==> src/rtl/scoreboard_pkg.sv <==
// Shared types and codes for the destination scoreboard.
// Entry layout, bypass select codes and the multdiv state type.
package scoreboard_pkg;

    localparam logic [4:0] REG_ZERO = 5'd0;

    localparam logic [1:0] SEL_REGFILE = 2'd0;
    localparam logic [1:0] SEL_XM      = 2'd1;
    localparam logic [1:0] SEL_MW      = 2'd2;
    localparam logic [1:0] SEL_W       = 2'd3;

    typedef struct packed {
        logic       valid;
        logic [4:0] rd;
        logic       is_load;
    } entry_t;

    localparam entry_t ENTRY_BUBBLE = '{
        valid:   1'b0,
        rd:      REG_ZERO,
        is_load: 1'b0
    };

    typedef enum logic {
        MD_IDLE,
        MD_BUSY
    } md_state_t;

    // Youngest forwardable writer wins; a load in X has no data yet.
    function automatic logic [1:0] bypass_sel(
        input logic x_hit,
        input logic x_load,
        input logic m_hit,
        input logic w_hit
    );
        logic [1:0] sel;
        sel = SEL_REGFILE;
        if (x_hit && !x_load) begin
            sel = SEL_XM;
        end else if (m_hit) begin
            sel = SEL_MW;
        end else if (w_hit) begin
            sel = SEL_W;
        end
        return sel;
    endfunction

endpackage

==> src/rtl/sb_match.sv <==
// Entry-versus-source comparator for the destination scoreboard.
// Register 0 never produces a hit.
module sb_match
    import scoreboard_pkg::*;
(
    input  entry_t     ent,
    input  logic [4:0] src,
    input  logic       uses,
    output logic       hit
);

    assign hit = ent.valid & uses & (src != REG_ZERO) & (src == ent.rd);

endmodule

==> src/rtl/dest_scoreboard.sv <==
// Decode hazard scoreboard: X/M/W writers plus one multdiv writer.
// SCOREBOARD_BYPASS_EN selects forwarding (load-use stall only).
module dest_scoreboard
    import scoreboard_pkg::*;
#(
    parameter int MD_TIMEOUT = 64,
    parameter int CNT_W      = 7
) (
    input  logic       clock,
    input  logic       reset,
    input  logic       issue_valid,
    input  logic       issue_has_dest,
    input  logic [4:0] issue_rd,
    input  logic [4:0] issue_rs,
    input  logic [4:0] issue_rt,
    input  logic       issue_uses_rs,
    input  logic       issue_uses_rt,
    input  logic       issue_is_load,
    input  logic       issue_is_multdiv,
    input  logic       md_done,
    input  logic       flush,
    output logic       stall,
    output logic [1:0] sel_rs,
    output logic [1:0] sel_rt,
    output logic       md_busy,
    output logic       md_timeout
);

    entry_t           ent_x;
    entry_t           ent_m;
    entry_t           ent_w;
    entry_t           issue_ent;
    entry_t           ents [4];
    md_state_t        md_state;
    logic [4:0]       md_rd;
    logic [CNT_W-1:0] md_cnt;
    logic             md_timeout_q;

    logic [3:0]       hit_rs;
    logic [3:0]       hit_rt;
    logic             md_hazard;
    logic             pipe_hazard;
    logic             stall_c;
    logic             wr_accept;
    logic             md_accept;
    logic             md_expire;
    logic             unused_bits;

    assign issue_ent = '{
        valid:   1'b1,
        rd:      issue_rd,
        is_load: issue_is_load
    };

    // Slot 3 is the outstanding multdiv writer.
    always_comb begin
        ents[0] = ent_x;
        ents[1] = ent_m;
        ents[2] = ent_w;
        ents[3] = '{
            valid:   md_busy,
            rd:      md_rd,
            is_load: 1'b0
        };
    end

    for (genvar g = 0; g < 4; g++) begin : g_match
        sb_match u_rs (
            .ent  (ents[g]),
            .src  (issue_rs),
            .uses (issue_uses_rs),
            .hit  (hit_rs[g])
        );
        sb_match u_rt (
            .ent  (ents[g]),
            .src  (issue_rt),
            .uses (issue_uses_rt),
            .hit  (hit_rt[g])
        );
    end

    // Second multdiv term is structural: one op outstanding at a time.
    assign md_hazard = md_busy & ~md_done
                     & (hit_rs[3] | hit_rt[3] | issue_is_multdiv);

`ifdef SCOREBOARD_BYPASS_EN
    assign pipe_hazard = (hit_rs[0] | hit_rt[0]) & ent_x.is_load;
    assign sel_rs = bypass_sel(hit_rs[0], ent_x.is_load,
                               hit_rs[1], hit_rs[2]);
    assign sel_rt = bypass_sel(hit_rt[0], ent_x.is_load,
                               hit_rt[1], hit_rt[2]);
`else
    // W needs no stall: the regfile writes before it is read.
    assign pipe_hazard = hit_rs[0] | hit_rs[1]
                       | hit_rt[0] | hit_rt[1];
    assign sel_rs = SEL_REGFILE;
    assign sel_rt = SEL_REGFILE;
`endif

    assign stall_c = issue_valid & ~flush & (md_hazard | pipe_hazard);
    assign stall   = stall_c;

    assign wr_accept = issue_valid & issue_has_dest
                     & (issue_rd != REG_ZERO)
                     & ~issue_is_multdiv & ~stall_c & ~flush;

    assign md_accept = issue_valid & issue_is_multdiv
                     & ~stall_c & ~flush;

    assign md_expire = md_busy & ~md_done
                     & (md_cnt == CNT_W'(MD_TIMEOUT - 1));

    assign md_busy    = (md_state == MD_BUSY);
    assign md_timeout = md_timeout_q;

    always_ff @(posedge clock) begin
        if (reset) begin
            ent_x        <= ENTRY_BUBBLE;
            ent_m        <= ENTRY_BUBBLE;
            ent_w        <= ENTRY_BUBBLE;
            md_state     <= MD_IDLE;
            md_rd        <= REG_ZERO;
            md_cnt       <= '0;
            md_timeout_q <= 1'b0;
        end else begin
            ent_w <= ent_m;
            ent_m <= ent_x;
            ent_x <= wr_accept ? issue_ent : ENTRY_BUBBLE;

            // A new accept overrides a same-cycle md_done.
            if (md_accept) begin
                md_state <= MD_BUSY;
                md_rd    <= issue_rd;
                md_cnt   <= '0;
            end else begin
                unique case (md_state)
                    MD_IDLE: begin
                        md_cnt <= md_cnt;
                    end
                    MD_BUSY: begin
                        md_cnt <= md_cnt + 1'b1;
                        if (md_done) begin
                            md_state <= MD_IDLE;
                        end else if (md_expire) begin
                            md_state     <= MD_IDLE;
                            md_timeout_q <= 1'b1;
                        end
                    end
                    default: begin
                        md_state <= MD_IDLE;
                    end
                endcase
            end
        end
    end

    assign unused_bits = ^{ent_x.is_load, ent_m.is_load, ent_w.is_load,
                           hit_rs[2], hit_rt[2]};

endmodule

==> config.mk <==
export PLATFORM = sky130hd
export DESIGN_NAME = dest_scoreboard
export DESIGN_NICKNAME = d
export VERILOG_FILES = /design/src/rtl/scoreboard_pkg.sv /design/src/rtl/sb_match.sv /design/src/rtl/dest_scoreboard.sv
export SDC_FILE = /design/constraint.sdc
export NUM_CORES = 1
export LEC_CHECK = 0
export BUFFER_PORTS_ARGS = -buffer_cell sky130_fd_sc_hd__buf_2
export CORE_MARGIN = 2
export CORE_UTILIZATION = 53
export CTS_BUF_LIST = sky130_fd_sc_hd__clkbuf_16
export DETAILED_ROUTE_END_ITERATION = 8
export PLACE_DENSITY = 0.83
export SLEW_MARGIN = 20
export SYNTH_ARGS = -nofsm -noshare
export SYNTH_HDL_FRONTEND = slang
export SYNTH_SLANG_ARGS = --single-unit
==> constraint.sdc <==
create_clock -name clock -period 2.9 [get_ports clock]
set_input_delay 0.58 -clock clock [delete_from_list [all_inputs] [get_ports clock]]
set_output_delay 0.58 -clock clock [all_outputs]
set_load 0.03 [all_outputs]
Word level (Yosys, flattened, before mapping)
Index checks and enable logic that the tools add are counted.
{"block": "word_totals", "in_bits": 25, "wordCells": 71, "out_inout_bits": 7, "regBits": 26}
{"block": "classes", "add_sub_neg": 1, "bitwise_logic": 43, "reduce_logical": 6, "eq_ne": 7, "n_mux": 6}
{"op": "$and A1 B1 Y1", "n": 31}
{"op": "$eq A5 B5 Y1", "n": 6}
{"op": "$reduce_bool A5 Y1", "n": 3}
{"op": "$mux W7", "n": 2}
{"op": "$add A7 B1 Y7 const B", "n": 1}
{"op": "$eq A7 B6 Y1 const B", "n": 1}
{"op": "$not A1 Y1", "n": 6}
{"op": "$or A1 B1 Y1", "n": 6}
{"op": "$mux W1", "n": 4}
{"op": "$reduce_and A4 Y1", "n": 1}
{"op": "$reduce_or A2 Y1", "n": 2}

Longest topological paths before layout
{"block": "logic_depth", "depth_word": 13, "ltp_mapped": 7, "depth_no_buf": 6}

Hierarchy
From an unflattened synthesis, not the netlist that was laid out.
{"block": "unflattened", "cells_unflattened": 170, "hier_area_um2": 1592.8}
{"module": "dest_scoreboard", "instances": 1, "seq_area_each_um2": 560.5, "area_each_um2": 1134.8, "cells_per_inst": 110}
{"module": "sb_match", "instances": 6, "seq_area_each_um2": 0.0, "area_each_um2": 76.3, "cells_per_inst": 10}

Worst setup path after synthesis
Ideal clock, no wire load.
{"block": "synth_path", "path_type": "input port to output port", "startpoint": "input port issue_rs[1]", "endpoint": "output port stall", "path_slack_ns": 0.381, "required_ns": 2.320, "path_stages": 5, "arrival_ns": 1.939, "n_path_buf": 0, "cell_sequence": "xor2_1 nor4_1 and4_1 o21ai_2 a21oi_1"}
{"block": "synth_between", "elab_chain_len": 8, "elab_cells_between_ends": 18, "classes_between": "eq/ne (3); bitwise (14); reduce/logical (1)"}
{"element": "from (decl)", "line": "dest_scoreboard.sv:14", "text": "input logic [4:0] issue_rs,"}
{"element": "$reduce_bool A5 Y1", "line": "sb_match.sv:12", "text": "assign hit = ent.valid & uses & (src != REG_ZERO) & (src == ent.rd);"}
{"element": "$and A1 B1 Y1 (2 in a row)", "line": "sb_match.sv:12"}
{"element": "$or A1 B1 Y1 (on tied branches)", "line": "dest_scoreboard.sv:84, dest_scoreboard.sv:94"}
{"element": "$or A1 B1 Y1 (on tied branches)", "line": "dest_scoreboard.sv:84, dest_scoreboard.sv:95"}
{"element": "$and A1 B1 Y1 / $or A1 B1 Y1 (equally long branches)", "line": "dest_scoreboard.sv:84, dest_scoreboard.sv:95"}
{"element": "$or A1 B1 Y1 *", "line": "dest_scoreboard.sv:100", "text": "assign stall_c = issue_valid & ~flush & (md_hazard | pipe_hazard);"}
{"element": "$and A1 B1 Y1 *", "line": "dest_scoreboard.sv:100"}
{"element": "to (decl)", "line": "dest_scoreboard.sv:22", "text": "output logic stall,"}
Mark *: on every way between the ends. The rest lies on a longest branch, timed or not.

Final worst setup path
{"block": "layout_path", "startpoint": "input port issue_rt[1]", "endpoint": "output port stall"}
{"block": "layout_between", "elab_chain_len": 8, "elab_cells_between_ends": 17, "classes_between": "eq/ne (3); bitwise (13); reduce/logical (1)"}
{"element": "from (decl)", "line": "dest_scoreboard.sv:15", "text": "input logic [4:0] issue_rt,"}
{"element": "$reduce_bool A5 Y1", "line": "sb_match.sv:12"}
{"element": "$and A1 B1 Y1 (2 in a row)", "line": "sb_match.sv:12"}
{"element": "$or A1 B1 Y1 (2 in a row)", "line": "dest_scoreboard.sv:84", "text": "& (hit_rs[3] | hit_rt[3] | issue_is_multdiv);"}
{"element": "$and A1 B1 Y1", "line": "dest_scoreboard.sv:84"}
{"element": "$or A1 B1 Y1 *", "line": "dest_scoreboard.sv:100"}
{"element": "$and A1 B1 Y1 *", "line": "dest_scoreboard.sv:100"}
Marks and branches as above.

==> metrics.txt <==
critical path startpoint category primary input; Leak 0.608 nW; Worst Hold Class reg2reg; kind of critical path in2out; worst endpoint required time about 2300 ps; Yosys top cell by area dfxtp_1; Area after DPL about 1500 µm²; Non-Filler Instances around 210; DR DRC count 0; CP bufs+invs 2; GP Congestion 0.858; power per cell area ~520 nW/µm²; core box area about 2500 µm²; total routed wirelength 3.18 mm; postcts setup bufs 0; Tot GR Track Use 22.6%; post-route cell area 1640 µm²; outcome finished, final reports clean; Syn Area/Cell 9.46 µm²; Worst Skew 2.17 ps; PnR worst setup slack 129 ps; yosys warns 0; Die X between 50 and 60 µm; die area 3090 µm²; Setup WS pre-CTS ~190 ps; Netlist cell types 29; vias in the first global route 1213; sequential cell area fraction in the yosys report 36.9%; Syn Std Cell Area around 1400 µm²; Crit path arrival time 2190 ps; worst skew pair latency roughly 260 ps; share of the synthesized area in the top cell type between 30% and 40%; height of the die between 50 and 60 µm; ys flop type dfxtp_1; Slew Limit Fails 0; Bufs on Longest Clock Path 2; post-CTS sizing 0; top cells by area, synth dfxtp_1, xnor2_1, xor2_1; placed cells around 200; Net Sw Frac approximately a fifth; final net count 202; total gr overflow 0; clock power share 46.4%; fin crit period 2770 ps; fin util 65.6%; flops & latches, synth 26; Synth async-reset ratio 0%; maximum VDD drop 463 µV; P&R area growth vs syn 16.3%; Via-to-Cell Ratio 5.65; initial antenna violation count 0; post-DP HPWL 2.34 mm; Setup crit end kind primary output; layout cell share with drive strength beyond 1 between 10% and 20%; Initial Utilization 56.4%; clk slew on worst S/H paths 60 ps; internal cell power 0.677 mW; Final Hold Vio Count 0; Antenna Cells 0; cts hold-fix bufs 0; max incr delay on CP around 530 ps; initial drt markers 28; period utilization 95.5%; H-tree Lvls 1; clk root buf clkbuf_16; CP max stage cell or4_1; Setup-failing EPs final 0; DR WL/cell 15.5 µm; Setup TNS Final 0 ps; CTS sink count 26; Comb pwr share 10.4%; post-synthesis cell count 149; fmax 361 MHz; antenna-violating nets left 0; Largest delay share family, worst path compound AO/OA/AOI/OAI gates; Hold Worst Slack 503 ps; first-pass GRT wire length approximately 5.5 mm; worst path cell trace buf_2, or4_1, o21a_1, a41o_1, o21ai_2, a21oi_1, buf_2; drt pass-1 iters 4; routed vias 1158; Max FO, Critical Path 4; unrepaired setup endpoints after global routing false; I/O Buffers 26; num ports 32; row cnt 18; most frequent CP cell buf_2; number of buffers created by CTS 3; CTS tree done; largest net degree at the start of global routing 27; Seq pwr share 43.1%; number of synthesized flops with an enable pin 0; Filler cells 200; total power 0.857 mW; maxcap violations 0; switching pwr 0.180 mW
## routing by layer
layer	share of wire, %	track usage (%)
met4	1.9	9.06
met3	6.0	4.45
met5	0	0
met1	43	28.6
met2	49	37.4
## final timing paths
| check | from | endpoint | slack, ps | cells past startpoint |
|---|---|---|---|---|
| min | md_timeout$_SDFFE_PP0P_ | md_timeout$_SDFFE_PP0P_ | 500 | 2 |
| max | issue_rt[1] | stall | 130 | 7 |
| min reg2reg | md_timeout$_SDFFE_PP0P_ | md_timeout$_SDFFE_PP0P_ | 500 | 2 |
| max reg2reg | md_rd[4]$_SDFFE_PP0P_ | md_rd[2]$_SDFFE_PP0P_ | 1120 | 6 |
## state kept, by name (all words and copies together) (netlist names)
signal	cells
md_rd	5
md_busy	1
ent_x	6
md_timeout	1
ent_m	6
md_cnt	7
## worst register-to-register path, stage by stage, from the launching register on
cell and delay, ps:
dfxtp_1 420, xor2_1 210, nor4_1 80, a41o_1 250, o21ai_2 170, and4_4 370
mux2i_1 220
## cells in the mapped netlist, types with 2 or more instances
master / number
a21oi_1: 3
buf_4: 4
clkbuf_1: 3
dfxtp_1: 26
mux2i_1: 6
nand2_1: 7
nand2b_1: 12
nand4_1: 8
nor2_1: 4
nor2b_1: 7
nor3_1: 7
nor3b_1: 6
nor4_1: 2
o21a_1: 2
o22ai_1: 2
or4_1: 3
xnor2_1: 25
xor2_1: 11
## cells by family after synthesis
family	Yosys count	synth area share (%)
buf+inv	9	4.62
flops	26	36.9
fa+ha+maj	1	0.888
mux	6	4.26
simple gates	59	25.2
compound gates	11	5.42
xor+xnor	36	22.4
other cells	1	0.266
## power by group through the flow
stage	clock, mW	combinational [mW]	sequential (mW)
2_1_floorplan	0	0.0595	0.375
3_3_place_gp	0	0.0840	0.376
3_5_place_dp	0	0.0874	0.377
4_1_cts	0.401	0.0891	0.369
5_1_grt	0.422	0.0974	0.370
6_report	0.398	0.0895	0.369
## layout by cell type, fill, tap and decap left out, types with 2 or more instances in the layout
| cell type | Yosys | layout |
|---|---|---|
| nand4_1 | 8 | 8 |
| dfxtp_1 | 26 | 26 |
| mux2i_1 | 6 | 6 |
| or4_1 | 3 | 3 |
| xor2_1 | 11 | 11 |
| o22ai_1 | 2 | 2 |
| o21a_1 | 2 | 2 |
| nor3_1 | 7 | 7 |
| nor2b_1 | 7 | 7 |
| nand2b_1 | 12 | 12 |
| buf_2 | 0 | 26 |
| nor2_1 | 4 | 4 |
| nor3b_1 | 6 | 6 |
| a21oi_1 | 3 | 3 |
| nand2_1 | 7 | 7 |
| xnor2_1 | 25 | 25 |
| clkbuf_16 | 0 | 3 |
| conb_1 | 1 | 4 |
| nor4_1 | 2 | 2 |
## layout make-up
class	instances	area, µm²	area share, %
Clock buffer	3	75.1	4.58
Clock inverter	1	30.0	1.83
Inverter	1	3.75	0.229
Multi-Input combinational cell	117	835	50.9
Sequential cell	26	520	31.8
Tap cell	30	37.5	2.29
Timing Repair Buffer	27	138	8.40
(Power assumes the default switching activity.)
